### config.mk
export PLATFORM = sky130hd
export DESIGN_NAME = inst_fetch_unit
export DESIGN_NICKNAME = d
export VERILOG_FILES = /design/src/rtl/inst_fetch_unit_pkg.sv /design/src/rtl/inst_fetch_unit_next_pc_gen.sv /design/src/rtl/inst_fetch_unit.sv
export SDC_FILE = /design/constraint.sdc
export NUM_CORES = 1
export LEC_CHECK = 0
export ABC_AREA = 0
export ABC_CLOCK_PERIOD_IN_PS = 7000
export CAP_MARGIN = 0
export CORE_AREA = 4 4 119 121
export CTS_CLUSTER_SIZE = 16
export DETAILED_ROUTE_END_ITERATION = 10
export DIE_AREA = 0 0 123 125
export GPL_ROUTABILITY_DRIVEN = 0
export PLACE_DENSITY = 0.93
export SLEW_MARGIN = 25
export SYNTH_ARGS = -nofsm -noshare
export SYNTH_HDL_FRONTEND = slang
export SYNTH_SLANG_ARGS = --single-unit
### constraint.sdc
create_clock -name clk -period 7 [get_ports clk]
set_input_delay 2.1 -clock clk [delete_from_list [all_inputs] [get_ports clk]]
set_output_delay 2.1 -clock clk [all_outputs]
set_load 0.02 [all_outputs]
### src/rtl/inst_fetch_unit_pkg.sv
// Shared fetch/decode definitions: widths, reset PC, fetch FSM
// encoding and the opcode constants decode and fetch agree on.
package inst_fetch_unit_pkg;

  localparam int          IFU_XLEN     = 32;
  localparam logic [31:0] IFU_RESET_PC = 32'h0000_0000;

  typedef enum logic [1:0] {
    S_REQ   = 2'd0,
    S_WAIT  = 2'd1,
    S_VALID = 2'd2,
    S_HALT  = 2'd3
  } fetch_state_t;

  localparam logic [6:0] OPC_JAL    = 7'b1101111;
  localparam logic [6:0] OPC_JALR   = 7'b1100111;
  localparam logic [6:0] OPC_BRANCH = 7'b1100011;
  localparam logic [6:0] OPC_ECALL  = 7'b1110011;

endpackage

### src/rtl/inst_fetch_unit_next_pc_gen.sv
// Next-PC selection for the fetch stage (combinational).
// Ports: pc, imm, rs1_data, is_jal, is_jalr, branch_taken -> next_pc.
module inst_fetch_unit_next_pc_gen #(
  parameter int XLEN = 32
) (
  input  logic [XLEN-1:0] pc,
  input  logic [XLEN-1:0] imm,
  input  logic [XLEN-1:0] rs1_data,
  input  logic            is_jal,
  input  logic            is_jalr,
  input  logic            branch_taken,
  output logic [XLEN-1:0] next_pc
);

  logic [XLEN-1:0] jalr_sum;
  logic [XLEN-1:0] rel_sum;
  logic [XLEN-1:0] seq_pc;

  assign jalr_sum = rs1_data + imm;
  assign rel_sum  = pc + imm;
  assign seq_pc   = pc + XLEN'(4);

  // Flags may overlap; jalr outranks jal, which outranks branch.
  always_comb begin
    next_pc = seq_pc;
    if (is_jalr) begin
      next_pc = {jalr_sum[XLEN-1:1], 1'b0};
    end else if (is_jal || branch_taken) begin
      next_pc = rel_sum;
    end
  end

endmodule

### src/rtl/inst_fetch_unit.sv
// Fetch stage: holds PC, one imem request in flight, hands the word
// to decode and picks the next PC when it is consumed.
// Ports: clk/reset (sync, active-low); imem_req_valid/ready, imem_addr;
// imem_resp_valid/data; inst_valid/ready, inst, pc; is_jal, is_jalr,
// branch_taken, imm, rs1_data, halt_req; halted.
// Option: INST_FETCH_MISALIGN_TRAP_EN adds the misaligned output.
module inst_fetch_unit
  import inst_fetch_unit_pkg::*;
#(
  parameter int              XLEN     = IFU_XLEN,
  parameter logic [XLEN-1:0] RESET_PC = XLEN'(IFU_RESET_PC)
) (
  input  logic            clk,
  input  logic            reset,
  output logic            imem_req_valid,
  input  logic            imem_req_ready,
  output logic [XLEN-1:0] imem_addr,
  input  logic            imem_resp_valid,
  input  logic [31:0]     imem_resp_data,
  output logic            inst_valid,
  input  logic            inst_ready,
  output logic [31:0]     inst,
  output logic [XLEN-1:0] pc,
  input  logic            is_jal,
  input  logic            is_jalr,
  input  logic            branch_taken,
  input  logic [XLEN-1:0] imm,
  input  logic [XLEN-1:0] rs1_data,
  input  logic            halt_req,
  output logic            halted
`ifdef INST_FETCH_MISALIGN_TRAP_EN
  ,
  output logic            misaligned
`endif
);

  fetch_state_t    state;
  logic [XLEN-1:0] next_pc;

  inst_fetch_unit_next_pc_gen #(
    .XLEN(XLEN)
  ) u_next_pc_gen (
    .pc          (pc),
    .imm         (imm),
    .rs1_data    (rs1_data),
    .is_jal      (is_jal),
    .is_jalr     (is_jalr),
    .branch_taken(branch_taken),
    .next_pc     (next_pc)
  );

  // Handshake outputs are pure state decodes of the state register.
  assign imem_req_valid = (state == S_REQ);
  assign inst_valid     = (state == S_VALID);
  assign imem_addr      = pc;

  always_ff @(posedge clk) begin
    if (!reset) begin
      state  <= S_REQ;
      pc     <= RESET_PC;
      inst   <= '0;
      halted <= 1'b0;
`ifdef INST_FETCH_MISALIGN_TRAP_EN
      misaligned <= 1'b0;
`endif
    end else begin
      unique case (state)
        S_REQ: begin
          if (imem_req_ready) begin
            state <= S_WAIT;
          end
        end
        S_WAIT: begin
          if (imem_resp_valid) begin
            inst  <= imem_resp_data;
            state <= S_VALID;
          end
        end
        S_VALID: begin
          if (inst_ready) begin
            // Halt outranks any redirect; pc stays on the ecall.
            if (halt_req) begin
              state  <= S_HALT;
              halted <= 1'b1;
            end
`ifdef INST_FETCH_MISALIGN_TRAP_EN
            else if (next_pc[1:0] != 2'b00) begin
              state      <= S_HALT;
              halted     <= 1'b1;
              misaligned <= 1'b1;
            end
`endif
            else begin
              pc    <= next_pc;
              state <= S_REQ;
            end
          end
        end
        S_HALT: begin
          state <= S_HALT;
        end
        default: begin
          state <= S_REQ;
        end
      endcase
    end
  end

endmodule
==> run summary, run 1 <==
The via count of the first global-routing pass came to between 7k and 8k. The count of unique library cells instantiated by Yosys is 65. The number of buffers and inverters on the critical path is 1. The worst clock skew came out at about 0.0083 ns. The number of max-capacitance violations reported is 0. Setup repair after global routing left no endpoint under its margin. By startpoint and endpoint, the worst setup path is classified as in2reg. Along the worst path, the maximum fanout reaches 7. During synthesis, Yosys emitted a total of 0 warnings. The number of enable-type register cells in the synthesized netlist came out at 0. The class of the most critical hold timing path is reg2reg. For this run, the post-layout net count is ~1.2k. The ratio of cells with drive above 1 in the final layout is under 10%. The multi-input combinational cells in the finished layout cover a total of ~4900 sq um. The register cell area after layout came out at 1340 sq um. By area the synthesized netlist is led by sky130_fd_sc_hd__dfxtp_1, sky130_fd_sc_hd__ha_1, sky130_fd_sc_hd__a21oi_1. The initial utilization of the core area, before any placement, comes to 51.4%.

The antenna diode count is 0. The most critical setup path has its endpoint at imem_addr[29]. The maximum count of clock buffers along a single path is 2. The placed wire-length estimate after detailed placement is between 15000 and 20000 microns. The smallest clock period supported by the final layout is computed as approximately 5.5 ns.

The critical path goes through clkdlybuf4s50_1 > ha_1 > a21oi_1 > o21ai_0 > a21oi_1 > o221ai_1 > a311oi_1 > o21ai_0 > a31oi_1 > xor2_1 > a211oi_1. Counting every net in the synthesized netlist gives 1080. The initial antenna violation count is 0. The fraction of synthesis flops using an asynchronous set or reset pin came out at 0%. The number of buffers inserted by post-CTS setup repair is 0.

Clock-pin slew was measured on the worst setup and hold paths at 0.06 ns. The floorplan die width came out at between 100 and 150 microns. The part of the Yosys area used for sequential elements came out at between 10% and 20%. The worst register-to-register path ends at imem_addr[26]. For the worst setup path, the data arrival time is between 5 and 6 ns. STA classifies the critical path startpoint as an input port.

Global routing used between 20% and 30% of the available tracks. The mapped netlist covers 6730 sq um. In the routed design, unresolved DRC markers number 0. The flow ran to the end, and the final reports show no timing, DRC or antenna violations.

The clock sink count is 67. The violation count after the first detailed-route iteration is a little over 800. The height of the die is 125 microns.

After synthesis the netlist holds a flip-flop and latch count of 67. Tracing the worst setup path back leads to its startpoint at imm[4]. The critical path required time is roughly 7.3 ns. The area of placed instances is around 8600 sq um. sky130_fd_sc_hd__dfxtp_1 takes more of the synthesized area than any other cell. The cell at the root of the clock tree is sky130_fd_sc_hd__clkbuf_16. The largest net degree at the start of global routing came out at 37. The setup TNS came out at 0 ns. From synthesis to final layout, the design area changed by 31.9%. The floorplan step defined a die boundary enclosing around 15000 sq um. For this run, the detailed router's first-pass iteration total came to 7. After technology mapping, the gate count stands at about 910.

The number of standard-cell rows in the floorplan came out at 42. The post-cts resize count is 0. The most frequent cell after synthesis is sky130_fd_sc_hd__nand2_1. The analysis attributes to cell leakage a power of between 3 and 4 nW. The hold violation total from the final report came out at 0.

Counting cells, the worst reg-to-reg path comes to 11. After detailed routing, the total wire length is 21500 microns. Sorting the synthesized cells by how often they occur yields sky130_fd_sc_hd__nand2_1, sky130_fd_sc_hd__a21oi_1, sky130_fd_sc_hd__dfxtp_1, sky130_fd_sc_hd__ha_1, sky130_fd_sc_hd__nor2_1. The number of cells on the critical path is 11.

Setup violations remaining at the end of the flow were counted as 0. The TritonCTS buffer count came out at 9. The number of nets with antenna violations after detailed routing is 0. The first global-routing pass estimated roughly 34000 microns of wire. The delay of the slowest cell on the worst path is around 0.90 ns. For this design, the CTS-stage hold fixing added 0 buffers. The cell family with the largest share of critical-path delay is compound AO/OA/AOI/OAI gates. The number of max-slew violations in the final report came out at 0. Timing would allow up to around 180 MHz.

Among all flip-flop cells after synthesis, the most frequent one is sky130_fd_sc_hd__dfxtp_1. The final route contains roughly 7.4k vias. The post-route cell area is between 8000 and 9000 sq um. The top cell type by area accounts for between 10% and 20% of the synthesized area. The startpoint identified for the worst register-to-register timing path is imem_addr[0]. IR analysis of the VDD net gives a maximum drop of around 120 uV. The aggregate global routing overflow is 0. The number of levels in the clock H-tree is 3. The worst slew slack as a fraction of its limit came out at approximately a third. The transition time at the pin with the least slew margin is around 1.0 ns. The area of the core came out at between 10000 and 15000 sq um. The number of filler instances in the final layout came out at ~1k.

On the critical path, the stage with the largest delay is an instance of sky130_fd_sc_hd__a311oi_1. Setup slack on the worst reg-to-reg path comes out at between 3 and 4 ns. The via count normalized by instance count is about 6. The cell area power density came out at between 100 and 150 nW/um^2.

The post-route clock period utilization came out at 79.1%. STA classifies the critical path endpoint as a flip-flop. The clock reaches the later pin of the worst-skew pair after about 0.33 ns. TritonCTS built the clock tree. The number of ports placed on the die boundary is 204.

Port buffering added between 200 and 250 buffers. The average cell area after synthesis came out at 7.39 sq um. The routed length per instance came out at roughly 17 microns.
==> layout by cell type (no fill, tap or decap), drive strengths merged, types with 14 or more instances in the layout <==
cell and n:
ha 62, nand2 123, clkdlybuf4s50 203, nand3 28, a211oi 24, xor2 38
xnor2 35, nor2 57, a21o 34, o21ai 56, dfxtp 67, inv 14
a21oi 117, nor3 15
==> tightest hold or removal path: cells and delay by family (launching register included) <==
family | cells | cell delay, ns
and+or+nand+nor | 1 | 0.05
AOI/OAI and AO/OA | 1 | 0.05
DFF | 1 | 0.30
==> area by class of cell <==
class                           count  area share, %
Sequential cell                    67           15.1
Timing Repair Buffer              211           23.6
Multi-Input combinational cell    746           55.1
Inverter                           14          0.592
Tap cell                          176           2.48
Clock buffer                       10           2.69
Clock inverter                      5          0.338
==> worst min path at each step <==
stage,start,end,slack (ns),depth (start not counted)
2_1_floorplan,state[0],state[1],0.50,2
5_1_grt,inst[19],inst[19],0.47,2
4_1_cts,inst[25],inst[25],0.45,2
3_3_place_gp,inst[20],inst[20],0.44,2
3_5_place_dp,inst[25],inst[25],0.45,2
6_report,inst[21],inst[21],0.45,2
==> through the flow <==
stage,std cells,power [mW],hold WS [ns],setup slack [ns],util [%]
floorplan,911,0.671,0.497,2.32,-
global placement,1213,0.814,0.441,1.41,65.7
detailed placement,1214,0.824,0.446,1.27,65.8
CTS,1229,1.24,0.454,1.60,67.9
global route,1229,1.30,0.473,1.29,67.9
finish,1229,1.24,0.453,1.46,67.9
==> cells by family (layout without fill, tap and decap cells) <==
family / Yosys count / in the layout / synth area share [%]
XOR/XNOR: 73 / 73 / 9.50
flip-flops: 67 / 67 / 19.9
AO/OA/AOI/OAI: 317 / 317 / 30.5
multiplexers: 3 / 3 / 0.446
buffers and inverters: 98 / 240 / 7.42
AND/OR/NAND/NOR: 289 / 289 / 20.1
adder cells (fa/ha/maj): 64 / 64 / 12.1
==> layer usage <==
layer | GRT usage (%) | share of wire (%) | up-vias
met5 | 0 | 0 | -
met4 | 9.25 | 2.2 | 0
met3 | 4.79 | 10 | 46
met2 | 45.3 | 47 | 411
met1 | 34.0 | 40 | 3365
li1 | - | - | 3571
==> sequential cells by signal, indices dropped and copies added (netlist names) <==
register / flops
halted: 1
imem_addr: 32
inst: 32
state: 2
==> report_power, final <==
| part | switching [mW] | internal, mW | total (mW) |
|---|---|---|---|
| Clock | 0.174 | 0.245 | 0.419 |
| Combinational | 0.223 | 0.193 | 0.416 |
| Sequential | 0.0141 | 0.395 | 0.409 |
| Total | 0.411 | 0.834 | 1.24 |
(Power assumes the default switching activity.)
==> inputs of run 2 (changes only) <==
ABC_CLOCK_PERIOD_IN_PS = 4580   (was 7000)
CORE_AREA = 4 4 129 131   (was 4 4 119 121)
DIE_AREA = 0 0 133 135   (was 0 0 123 125)
PLACE_DENSITY = 0.85   (was 0.93)
clock period = 4.58 ns   (was 7 ns; I/O delays follow)
==> run 2 against run 1 <==
Compared with the run above: clock skew increased by 0.0054 ns; worst hold slack improved by 0.0010 ns; routed wire length increased by 4.4%; via count increased by 1.2%; sequential power increased by 53%; flip-flop and latch count unchanged; sequential share of layout area decreased by 0.36 points; total power increased by 55%.
==> run summary, run 2 (same netlist as run 1, synthesis figures left out) <==
The relative contribution of combinational cells to total power is 34.0%. TritonCTS built the clock tree. In this run the register-to-register setup slack is roughly 1.4 ns. In this run the critical register-to-register path is captured at imem_addr[31]. The core region is around 16000 sq um. The fraction of power spent switching nets is 33.1%. Setup violations remaining at the end of the flow were counted as 0. The number of max-capacitance violations reported is 0. The number of buffers inserted by post-CTS setup repair is 0. The placed wire-length estimate after detailed placement is roughly 17000 microns. The initial antenna violation count came out at 0. The switching power came out at ~0.64 mW. The initial utilization of the core area, before any placement, comes to 43.1%. The number of cells on the critical path is 13. The height of the die is roughly 140 microns. The floorplan die width came out at 133 microns. The later-pin clock latency in the skew report came out at 0.34 ns. VDD sags by at most 177 uV. The via count is 7485. The violation count after the first detailed-route iteration came out at between 600 and 700.

The most congested layer reported by global routing is met2. The maximum clock frequency came out at between 200 and 250 MHz. The signal on the critical path passes through clkdlybuf4s50_1 > and2_1 > fa_1 > a21o_1 > a311o_1 > nand3_1 > a21oi_1 > a41oi_1 > buf_4 > o21ai_1 > a31oi_1 > xor2_1 > a2111oi_1. The worst register-to-register path has a depth of 11. The maximum count of clock buffers along a single path came out at 2. For the worst setup path, the data arrival time is about 4.5 ns. At the pin with the least slew margin, the transition time is approximately 0.81 ns. Global routing used about a quarter of the available tracks. The clock-pin transition on the worst setup and hold timing paths came out at 0.06 ns. The met2 global-route usage came out at about 41%.

The final layout contains routed wiring with a total length of approximately 22000 microns. After clock tree synthesis, the flow added hold-fix buffers numbering 0. The startpoint identified for the worst register-to-register timing path is imem_addr[4]. The number of max-slew violations in the final report is 0. The largest net degree at the start of global routing is 34. Before antenna repair, the detailed router went through 5 iterations. The tightest min-delay check is of the reg2reg type. The worst slew slack as a fraction of its limit came out at between 40% and 50%. Cell internal power was estimated by the tool at ~1.3 mW. The worst hold margin came out at 0.454 ns. The number of remaining DRC errors came out at 0. The routing usage on met1 is a little under a third. The clock sink count is 67.

The critical path required time came out at between 4 and 5 ns. The first global-routing pass estimated 35200 microns of wire. On the final layout, the worst clock skew is 0.0137 ns. The filler cells instantiated in the layout total about 1.4k. The worst setup path is of the in2reg kind. CTS placed an instance of sky130_fd_sc_hd__clkbuf_16 at the clock tree root. The cell area power density came out at 212 nW/um^2. The proportion of power drawn by flip-flops and latches is ~32%. Leaving out fill and tap cells, the most frequent cell in the layout is sky130_fd_sc_hd__clkdlybuf4s50_1. The hold violation total from the final report is 0.

The via count normalized by instance count is 5.79. The count of nets after finishing came out at 1241. The routed length per instance came out at about 17 microns.

The area growth from synthesis to layout is 35.1%. Per report_power, the clock group accounts for about 34% of the total. The worst setup path endpoint is imem_addr[26].

The run finished with clean final reports. The aggregate global routing overflow came out at 0. In the global route stage, met3 resource usage came out at between 4 and 5%. The kind of cell with the highest combined delay along the critical path is compound AO/OA/AOI/OAI gates. In the layout the commonest cells are sky130_fd_sc_hd__clkdlybuf4s50_1, sky130_fd_sc_hd__nand2_1, sky130_fd_sc_hd__a21oi_1. The floorplan has 46 rows. In this run the worst setup path begins at imm[0]. The repair_antennas step left the layout with diodes totalling 0.

The peak fanout along the critical path came out at 3. The clock period minus final worst setup slack came out at approximately 4.3 ns. The post-route clock period utilization is 93.9%. The kind of end point of the critical path is a flip-flop. After layout, the worst setup slack is 0.277 ns. The ratio of cells with drive above 1 in the final layout came out at under 10%. The count of buffer and inverter cells on the critical path is 2. The die area is between 15000 and 20000 sq um. On the worst path, the slowest cell contributes a delay of approximately 0.45 ns.

The critical path launch point type is an input port. The via count of the first global-routing pass came out at slightly above 7k. The TritonCTS buffer count is 9. The H-tree was split into 3 levels. Setup repair after global routing left no endpoint under its margin. For this design, the slowest cell found on the critical path is sky130_fd_sc_hd__clkdlybuf4s50_1. The number of nets with antenna violations after detailed routing came out at 0. The number of buffer cells added on primary ports is about 200. The setup slack at placement came out at -0.0442 ns. In this run the static leakage power is ~3.6 nW. The post-cts resize count came out at 0.

The number of ports placed on the die boundary came out at 204.
[run 2: tightest hold or removal path: cells and delay by family (launching register included)]
family | cells | cell delay, ns
simple gates | 1 | 0.05
compound gates | 1 | 0.05
flops | 1 | 0.31
[run 2: layer usage]
metal  routed length, microns  share of wire (%)
met1                     9430                 42
met4                      590                2.6
met3                     1860                8.3
met2                    10500                 47
met5                        0                  0
[run 2: per-stage QoR]
step | power (mW) | TNS (ns) | utilization (%) | cells | area [sq um]
detailed placement | 1.28 | -0.0499 | 56.6 | 1277 | 8820
CTS | 1.93 | 0 | 58.3 | 1292 | 9090
floorplan | 1.03 | 0 | - | 911 | 6730
global route | 2.02 | 0 | 58.3 | 1292 | 9090
global placement | 1.27 | 0 | 56.6 | 1277 | 8820
finish | 1.93 | 0 | 58.3 | 1292 | 9090
[run 2: final cells by class]
class | count | area [sq um] | share of cell area (%)
clock buffers | 10 | 239 | 2.63
well taps | 216 | 270 | 2.97
clock inverters | 5 | 30.0 | 0.330
flip-flops and latches | 67 | 1340 | 14.8
repair buffers | 234 | 2260 | 24.9
inverters | 14 | 52.6 | 0.578
multi-input cells | 746 | 4890 | 53.8
[run 2: worst min-delay path by stage]
stage | from | to | slack, ns | cells after the start
2_1_floorplan | state[0] | state[1] | 0.50 | 2
3_3_place_gp | inst[19] | inst[19] | 0.44 | 2
3_5_place_dp | inst[10] | inst[10] | 0.45 | 2
4_1_cts | inst[10] | inst[10] | 0.45 | 2
5_1_grt | inst[17] | inst[17] | 0.47 | 2
6_report | inst[10] | inst[10] | 0.45 | 2
[run 2: power groups by stage]
stage	combinational [mW]	sequential (mW)	clock, mW
final	0.655	0.625	0.646
after global routing	0.708	0.629	0.680
after CTS	0.649	0.625	0.654
after detailed placement	0.643	0.638	0
after global placement	0.634	0.637	0
after floorplan	0.370	0.656	0
